$ cat config.mk
export PLATFORM = sky130hd
export DESIGN_NAME = keypad_seq_ctrl
export DESIGN_NICKNAME = d
export VERILOG_FILES = /design/src/rtl/keypad_seq_ctrl.sv
export SDC_FILE = /design/constraint.sdc
export NUM_CORES = 1
export LEC_CHECK = 0
export ABC_AREA = 0
export BUFFER_PORTS_ARGS = -buffer_cell sky130_fd_sc_hd__buf_2
export CELL_PAD_IN_SITES_DETAIL_PLACEMENT = 0
export CELL_PAD_IN_SITES_GLOBAL_PLACEMENT = 2
export CORE_MARGIN = 5
export CORE_UTILIZATION = 37
export DETAILED_ROUTE_END_ITERATION = 10
export PLACE_DENSITY = 0.87
export SETUP_SLACK_MARGIN = 0.02
export SYNTH_ARGS = -nofsm -noshare
export SYNTH_HDL_FRONTEND = slang
export SYNTH_SLANG_ARGS = --single-unit
$ cat constraint.sdc
create_clock -name clk -period 2.9 [get_ports clk]
set_clock_uncertainty 0.05 [all_clocks]
set_input_delay 0.145 -clock clk [delete_from_list [all_inputs] [get_ports clk]]
set_output_delay 0.145 -clock clk [all_outputs]
set_load 0.05 [all_outputs]
$ cat src/rtl/keypad_seq_ctrl.sv
// keypad_seq_ctrl
// Keypad sequencing FSM between the keypad scanner and the calculator
// operand registers / ALU. Turns 5-bit key codes into digit writes,
// operand A/B toggles and ALU op requests. It waits for a settled key
// release before accepting the next key, caps the digits per operand and
// gives up on an ALU op that never reports completion.
module keypad_seq_ctrl #(
    parameter int RELEASE_CYCLES = 10000,
    parameter int NDIGITS        = 4,
    parameter int EXEC_TIMEOUT   = 65535
) (
    input  logic                             clk,
    input  logic                             rst,
    input  logic [4:0]                       key,
    input  logic                             op_done,
    output logic [1:0]                       st,
    output logic [$clog2(NDIGITS+1)-1:0]     index,
    output logic                             operand_b,
    output logic [2:0]                       op_sel,
    output logic                             digit_we,
    output logic [3:0]                       digit_val,
    output logic [$clog2(NDIGITS+1)-1:0]     digit_pos,
    output logic                             op_start,
    output logic                             err_ovf,
    output logic                             err_timeout
);

    localparam int IW       = $clog2(NDIGITS + 1);
    localparam int CNT_MAX  = (RELEASE_CYCLES > EXEC_TIMEOUT) ? RELEASE_CYCLES : EXEC_TIMEOUT;
    localparam int CW       = $clog2(CNT_MAX) + 1;

    localparam logic [CW-1:0] REL_LAST  = CW'(RELEASE_CYCLES - 1);
    localparam logic [CW-1:0] EXEC_LAST = CW'(EXEC_TIMEOUT - 1);
    localparam logic [IW-1:0] IDX_FULL  = IW'(NDIGITS);

    localparam logic [4:0] KEY_A    = 5'd10;
    localparam logic [4:0] KEY_F    = 5'd15;
    localparam logic [4:0] KEY_NONE = 5'd16;

    typedef enum logic [1:0] {
        IDLE     = 2'd0,
        DIG_HOLD = 2'd1,
        OP_HOLD  = 2'd2,
        EXEC     = 2'd3
    } state_t;

    state_t          st_q, st_n;
    logic [CW-1:0]   cnt_q, cnt_n;
    logic [IW-1:0]   index_n;
    logic            operand_b_n;
    logic [2:0]      op_sel_n;
    logic            digit_we_n;
    logic [3:0]      digit_val_n;
    logic [IW-1:0]   digit_pos_n;
    logic            op_start_n;
    logic            err_ovf_n;
    logic            err_timeout_n;
    logic [4:0]      op_code;

    assign st = st_q;

    // Register every output so downstream logic sees clean, glitch-free strobes.
    always_ff @(posedge clk) begin
        if (rst) begin
            st_q        <= IDLE;
            cnt_q       <= '0;
            index       <= '0;
            operand_b   <= 1'b0;
            op_sel      <= 3'd0;
            digit_we    <= 1'b0;
            digit_val   <= 4'd0;
            digit_pos   <= '0;
            op_start    <= 1'b0;
            err_ovf     <= 1'b0;
            err_timeout <= 1'b0;
        end else begin
            st_q        <= st_n;
            cnt_q       <= cnt_n;
            index       <= index_n;
            operand_b   <= operand_b_n;
            op_sel      <= op_sel_n;
            digit_we    <= digit_we_n;
            digit_val   <= digit_val_n;
            digit_pos   <= digit_pos_n;
            op_start    <= op_start_n;
            err_ovf     <= err_ovf_n;
            err_timeout <= err_timeout_n;
        end
    end

    // Next-state and next-output decode; pulses default low so each lasts one cycle.
    always_comb begin
        st_n          = st_q;
        cnt_n         = cnt_q;
        index_n       = index;
        operand_b_n   = operand_b;
        op_sel_n      = op_sel;
        digit_we_n    = 1'b0;
        digit_val_n   = digit_val;
        digit_pos_n   = digit_pos;
        op_start_n    = 1'b0;
        err_ovf_n     = 1'b0;
        err_timeout_n = 1'b0;
        op_code       = key - KEY_A;

        case (st_q)
            IDLE: begin
                cnt_n = '0;
                if (key < KEY_A) begin
                    st_n = DIG_HOLD;
                    if (index < IDX_FULL) begin
                        digit_we_n  = 1'b1;
                        digit_val_n = key[3:0];
                        digit_pos_n = index;
                        index_n     = index + 1'b1;
                    end else begin
                        err_ovf_n = 1'b1;
                    end
                end else if (key == KEY_A) begin
                    st_n        = DIG_HOLD;
                    operand_b_n = ~operand_b;
                    index_n     = '0;
                end else if (key <= KEY_F) begin
                    st_n     = OP_HOLD;
                    op_sel_n = op_code[2:0];
                    index_n  = '0;
                end
            end

            DIG_HOLD, OP_HOLD: begin
                if (key == KEY_NONE) begin
                    if (cnt_q == REL_LAST) begin
                        cnt_n = '0;
                        if (st_q == DIG_HOLD) begin
                            st_n = IDLE;
                        end else begin
                            st_n       = EXEC;
                            op_start_n = 1'b1;
                        end
                    end else begin
                        cnt_n = cnt_q + 1'b1;
                    end
                end else begin
                    cnt_n = '0;
                end
            end

            EXEC: begin
                if (op_done) begin
                    st_n     = IDLE;
                    cnt_n    = '0;
                    op_sel_n = 3'd0;
                end else if (cnt_q == EXEC_LAST) begin
                    st_n          = IDLE;
                    cnt_n         = '0;
                    op_sel_n      = 3'd0;
                    err_timeout_n = 1'b1;
                end else begin
                    cnt_n = cnt_q + 1'b1;
                end
            end

            default: begin
                st_n = IDLE;
            end
        endcase
    end

endmodule

==> results of run 1 <==
==> stage by stage <==
| step | area (um2) | setup WS (ps) | hold WS (ps) | instances |
|---|---|---|---|---|
| finish | 2170 | 855 | 112 | 294 |
| global route | 2170 | 672 | 126 | 294 |
| CTS | 2170 | 825 | 103 | 294 |
| detailed placement | 2050 | 834 | 408 | 286 |
| global placement | 2050 | 898 | 404 | 286 |
| floorplan | 1860 | 935 | 242 | 197 |
==> cell usage in the layout, fill, tap and decap left out, drive strengths merged, types with 2 or more instances in the layout <==
cell type / count
dfxtp: 37
nand4: 7
nor3: 3
o21ai: 7
nor2b: 3
clkbuf: 7
a211oi: 3
nand3: 7
ha: 12
xnor2: 3
and2: 2
a31oi: 3
or3b: 2
and4: 6
a21oi: 7
inv: 5
buf: 28
nor4: 3
nand2: 10
nor2: 34
or3: 2
xor2: 13
mux2i: 7
and3: 4
==> worst max-delay path by stage <==
stage	to	startpoint
floorplan	st[0]	st[0]
global placement	cnt_q[5]	cnt_q[0]
detailed placement	cnt_q[8]	cnt_q[0]
CTS	cnt_q[8]	cnt_q[0]
global route	cnt_q[7]	cnt_q[0]
finish	cnt_q[8]	cnt_q[0]
==> worst max-delay path: stages (launching register included) <==
cell     delay, ps
dfxtp_1        400
ha_1           310
and3_2         250
and4_1         220
a21oi_1        100
o21ai_4        480
nor2_1         100
==> state kept, by name (all words and copies together) (netlist names) <==
| register | cells |
|---|---|
| index | 3 |
| digit_val | 4 |
| digit_we | 1 |
| digit_pos | 3 |
| op_sel | 3 |
| err_ovf | 1 |
| op_start | 1 |
| st | 2 |
| operand_b | 1 |
| err_timeout | 1 |
| cnt_q | 17 |
==> where the power goes <==
group          switching, mW  total (mW)  internal, mW  leakage [nW]
registers             0.0288       0.572         0.543         0.300
logic                  0.301       0.452         0.152         0.522
clock network          0.180       0.460         0.280        0.0585
==> per-layer routing <==
layer	track usage [%]	wire, um
met5	0	0
met4	5.07	63
met3	3.66	149
met2	20.7	1630
met1	16.8	1880
==> area by class of cell <==
class                      count  area [um2]
tap                           67        83.8
timing repair buffer          28         143
sequential                    37         741
inverter                       5        18.8
clock inverter                 1        30.0
clock buffer                   7        86.3
fill                         506        2620
multi-input combinational    149        1070
==> logic make-up (layout without fill, tap and decap cells) <==
family                   after synthesis  count (layout)  share of synthesized area (%)
AO/OA/AOI/OAI                         25              25                           9.89
XOR/XNOR                              16              16                           7.54
adder cells (fa/ha/maj)               12              12                           8.08
buffers and inverters                 11              41                           3.16
flip-flops                            37              37                           39.8
multiplexers                           7               7                           3.77
AND/OR/NAND/NOR                       89              89                           27.7
==> results.cfg, run 1 <==
[sta]
tns_ps = 0
grt_setup_unrepaired = no
min_period_ps = 2040
min_period_over_period_pct = 70.5
slew_viol_final = 0
setup_viol_count_final = 0
tightest_slew_ps = 584
finalHoldViolCount = 0
relSlewSlack_pct = 60.9
fmax_mhz = 489

[critical_path]
reg2regPathDepth = 6
critPathCaptureType = flip-flop
cp-start-kind = flip-flop
r2r_end = cnt_q[8]
worstPathArrival_ps = 2150
worstPathRequired_ps = 3010
timing.rr.start = cnt_q[0]
rrSetupSlack_ps = 860
crit_type = reg -> reg
path_max_fanout = 17

[route]
wl_mm = 3.72
drt_iter0_markers = 38
antenna_left = 0
vias = 1422
drc = 0
drtPass1Iterations = 4
avgRoutedWirePerCell_um = 12.6
post_drt_via_cell_ratio = 4.84

[global_routing]
gr-total-overflow = 0
grt_usage_pct = 13.1
grt_max_degree = 23
grt_antenna_before_repair = 0
grt_pass1_wl_mm = 6.64
first_global_vias = 1387

[clock_network]
clockBufferDepth = 2
cts_resized = 0
cts_tree = built
cts_hold_buf = 0
root_buffer = clkbuf_8
postCtsSetupBuffers = 0
clk_pin_slew_ps = 70
clkLatencyLatePin_ps = 290
clock_sinks = 37
cts_buffers = 5
htreeDepth = 2

[synthesis]
synth_ff_type = dfxtp_1
avgSynthCellArea_um2 = 9.44
synth-edff-count = 0
netlist-cell-type-count = 44
synthTopCellsByCount = 37 x dfxtp_1, 24 x nor2_1, 13 x xor2_1
yosys-top-cells-area = dfxtp_1 40%, ha_1 8.1%, xor2_1 6.1%
yosysMostFrequentCell = dfxtp_1
synthCells = 197
synth-seq-area-share_pct = 39.8
syn_area_um2 = 1860
yosysTopAreaCellShare_pct = 39.8
synth-async-reset-ratio_pct = 0
yosys.area.top_type = dfxtp_1
yosysWarnings = 0
synth_seq_cells = 37
synth_nets = 217

[floorplan]
core.rowCount = 25
start_util_pct = 38.8
die_x_um = 80.9
dieHeight_um = 80.9
ios = 28
die_area_um2 = 6540
core_area_um2 = 4790

[layout]
utilization_pct = 45.3
syn_to_final_growth_pct = 16.6
nets = 246
n_antenna_cell = 0
drive_gt1_share_pct = 24.7

[run]
max_cap_violations = 0

[pwr]
finalPower_mw = 1.48
p_leak_nw = 0.880
powerDensity_nw_per_um2 = 684
peakVddDrop_uv = 285

[status]
status = finished, final reports clean

[hold_path]
min_to = digit_val[3]
hp-start = key[3]
holdPathStages = 3
min_path_type = in -> reg

[place]
hpwl_mm = 2.74
gp_congestion = 0.740
io_buffers = 27
(Power assumes the default switching activity.)
==> run 2: changes to the inputs <==
--- a/config.mk
+++ b/config.mk
@@ -10,9 +10,9 @@
 export CELL_PAD_IN_SITES_DETAIL_PLACEMENT = 0
 export CELL_PAD_IN_SITES_GLOBAL_PLACEMENT = 2
 export CORE_MARGIN = 5
-export CORE_UTILIZATION = 37
+export CORE_UTILIZATION = 31
 export DETAILED_ROUTE_END_ITERATION = 10
-export PLACE_DENSITY = 0.87
+export PLACE_DENSITY = 0.78
 export SETUP_SLACK_MARGIN = 0.02
 export SYNTH_ARGS = -nofsm -noshare
 export SYNTH_HDL_FRONTEND = slang
==> constraint.sdc (replaced) <==
create_clock -name clk -period 1.8 [get_ports clk]
set_clock_uncertainty 0.05 [all_clocks]
set_input_delay 0.09 -clock clk [delete_from_list [all_inputs] [get_ports clk]]
set_output_delay 0.09 -clock clk [all_outputs]
set_load 0.05 [all_outputs]
==> run 2 against run 1 <==
  * Via count rose by 2.2%
  * Clock power rose by 24%
  * Largest cell class unchanged
  * Critical endpoint is now cnt_q[4]
  * Sequential share of layout area fell by 1.2 points
  * Cell count rose by 5.8%
==> results.cfg, run 2 (synthesis gave the netlist of run 1 again) <==
[sta]
fmax_mhz = 605
min_period_over_period_pct = 91.9
layout_setup_ws_ps = 146
finalHoldViolCount = 0
min_period_ps = 1650
grt_setup_unrepaired = no
setup_viol_count_final = 0
slew_viol_final = 0
hold_slack_ps = 48.7
tightest_slew_ps = 418
relSlewSlack_pct = 72.1
tns_ps = 0

[critical_path]
worstPathRequired_ps = 1930
crit_type = reg -> reg
critPathSlowestCell = dfxtp_1
critPathCaptureType = flip-flop
max_stage_delay_ps = 380
crit_chain = ha_1 -> and3_2 -> and4_1 -> a21oi_2 -> o21ai_4 -> buf_4 -> nor2_1
worstPathArrival_ps = 1780
path_max_fanout = 8
cp-start-kind = flip-flop

[layout]
top_register = cnt_q
nets = 256
largest_reg_flops = 17
fillers = 618
fin_area_um2 = 2270
final_common_cell = dfxtp_1
drive_gt1_share_pct = 31.8
syn_to_final_growth_pct = 22.1
n_antenna_cell = 0
top_regs = cnt_q: 17 flops, digit_val: 4 flops
final_cell_mix = 32 x dfxtp_1, 27 x buf_2, 23 x nor2_1, 13 x xor2_1, 11 x nor2_2
utilization_pct = 38.6

[route]
avgRoutedWirePerCell_um = 12.5
post_drt_via_cell_ratio = 4.67
dr_wl_met2_mm = 1.76
wl_mm = 3.87
top_layer = met4
drt-met1-wl_mm = 1.88
antenna_left = 0
wl_met3_um = 152
drc = 0
drtPass1Iterations = 4
drt_iter0_markers = 53
vias = 1453

[place]
hpwl_mm = 2.95
place_ws_ps = 64.6
placed_cell_area_um2 = 2150
io_buffers = 27
gp_congestion = 0.770

[global_routing]
gr-total-overflow = 0
first_global_vias = 1353
grt_pass1_wl_mm = 6.67
grt_antenna_before_repair = 0
grt_max_degree = 23
grt_usage_pct = 11.1

[pwr]
peakVddDrop_uv = 482
p_leak_nw = 0.923
powerDensity_nw_per_um2 = 992

[floorplan]
dieHeight_um = 87.4
die_x_um = 87.4
die_area_um2 = 7650
start_util_pct = 31.6
core_area_um2 = 5890
ios = 28
core.rowCount = 28

[clock_network]
clockBufferDepth = 2
cts_buffers = 5
htreeDepth = 2
cts_hold_buf = 0
cts_resized = 0
clock_sinks = 37
clk_pin_slew_ps = 70
root_buffer = clkbuf_8
cts_tree = built
clkLatencyLatePin_ps = 280
postCtsSetupBuffers = 0

[status]
status = finished, final reports clean

[run]
max_cap_violations = 0

[hold_path]
min_path_type = in -> reg
## run 2: cell type report
cell class                      instances  area [um2]  share of cell area (%)
Clock buffer                            7        86.3                    3.80
Inverter                                5        18.8                   0.827
Multi-Input combinational cell        149        1090                    48.2
Sequential cell                        37         747                    32.9
Tap cell                               75        93.8                    4.13
Timing Repair Buffer                   38         230                    10.1
## run 2: worst max-delay path, delay by kind of cell, from the launching register on
| family | cells | cell delay, ps |
|---|---|---|
| compound gates | 2 | 240 |
| fa+ha+maj | 1 | 190 |
| buf+inv | 1 | 190 |
| flops | 1 | 380 |
| simple gates | 3 | 500 |
## run 2: routing by layer
metal,vias to the layer above,GRT usage (%)
met5,-,0
li1,769,-
met2,18,17.4
met1,659,14.6
met4,0,3.77
met3,7,3.22
## run 2: report_power, final
| part | total, mW | leakage (nW) | switching, mW | internal (mW) |
|---|---|---|---|---|
| clock network | 0.572 | 0.0443 | 0.269 | 0.304 |
| logic | 0.745 | 0.577 | 0.482 | 0.263 |
| registers | 0.935 | 0.302 | 0.0552 | 0.880 |
## run 2: worst paths after layout
| kind | startpoint | to | slack, ps | depth (start not counted) |
|---|---|---|---|---|
| max reg2reg | cnt_q[1] | cnt_q[4] | 150 | 7 |
| min | key[3] | digit_val[3] | 50 | 3 |
| min reg2reg | cnt_q[0] | cnt_q[0] | 390 | 1 |
| max | cnt_q[1] | cnt_q[4] | 150 | 7 |
## run 2: metrics by stage
step / power (mW) / instances
2_1_floorplan: 1.51 / 197
3_3_place_gp: 1.68 / 304
3_5_place_dp: 1.68 / 304
4_1_cts: 2.28 / 311
5_1_grt: 2.41 / 311
6_report: 2.25 / 311
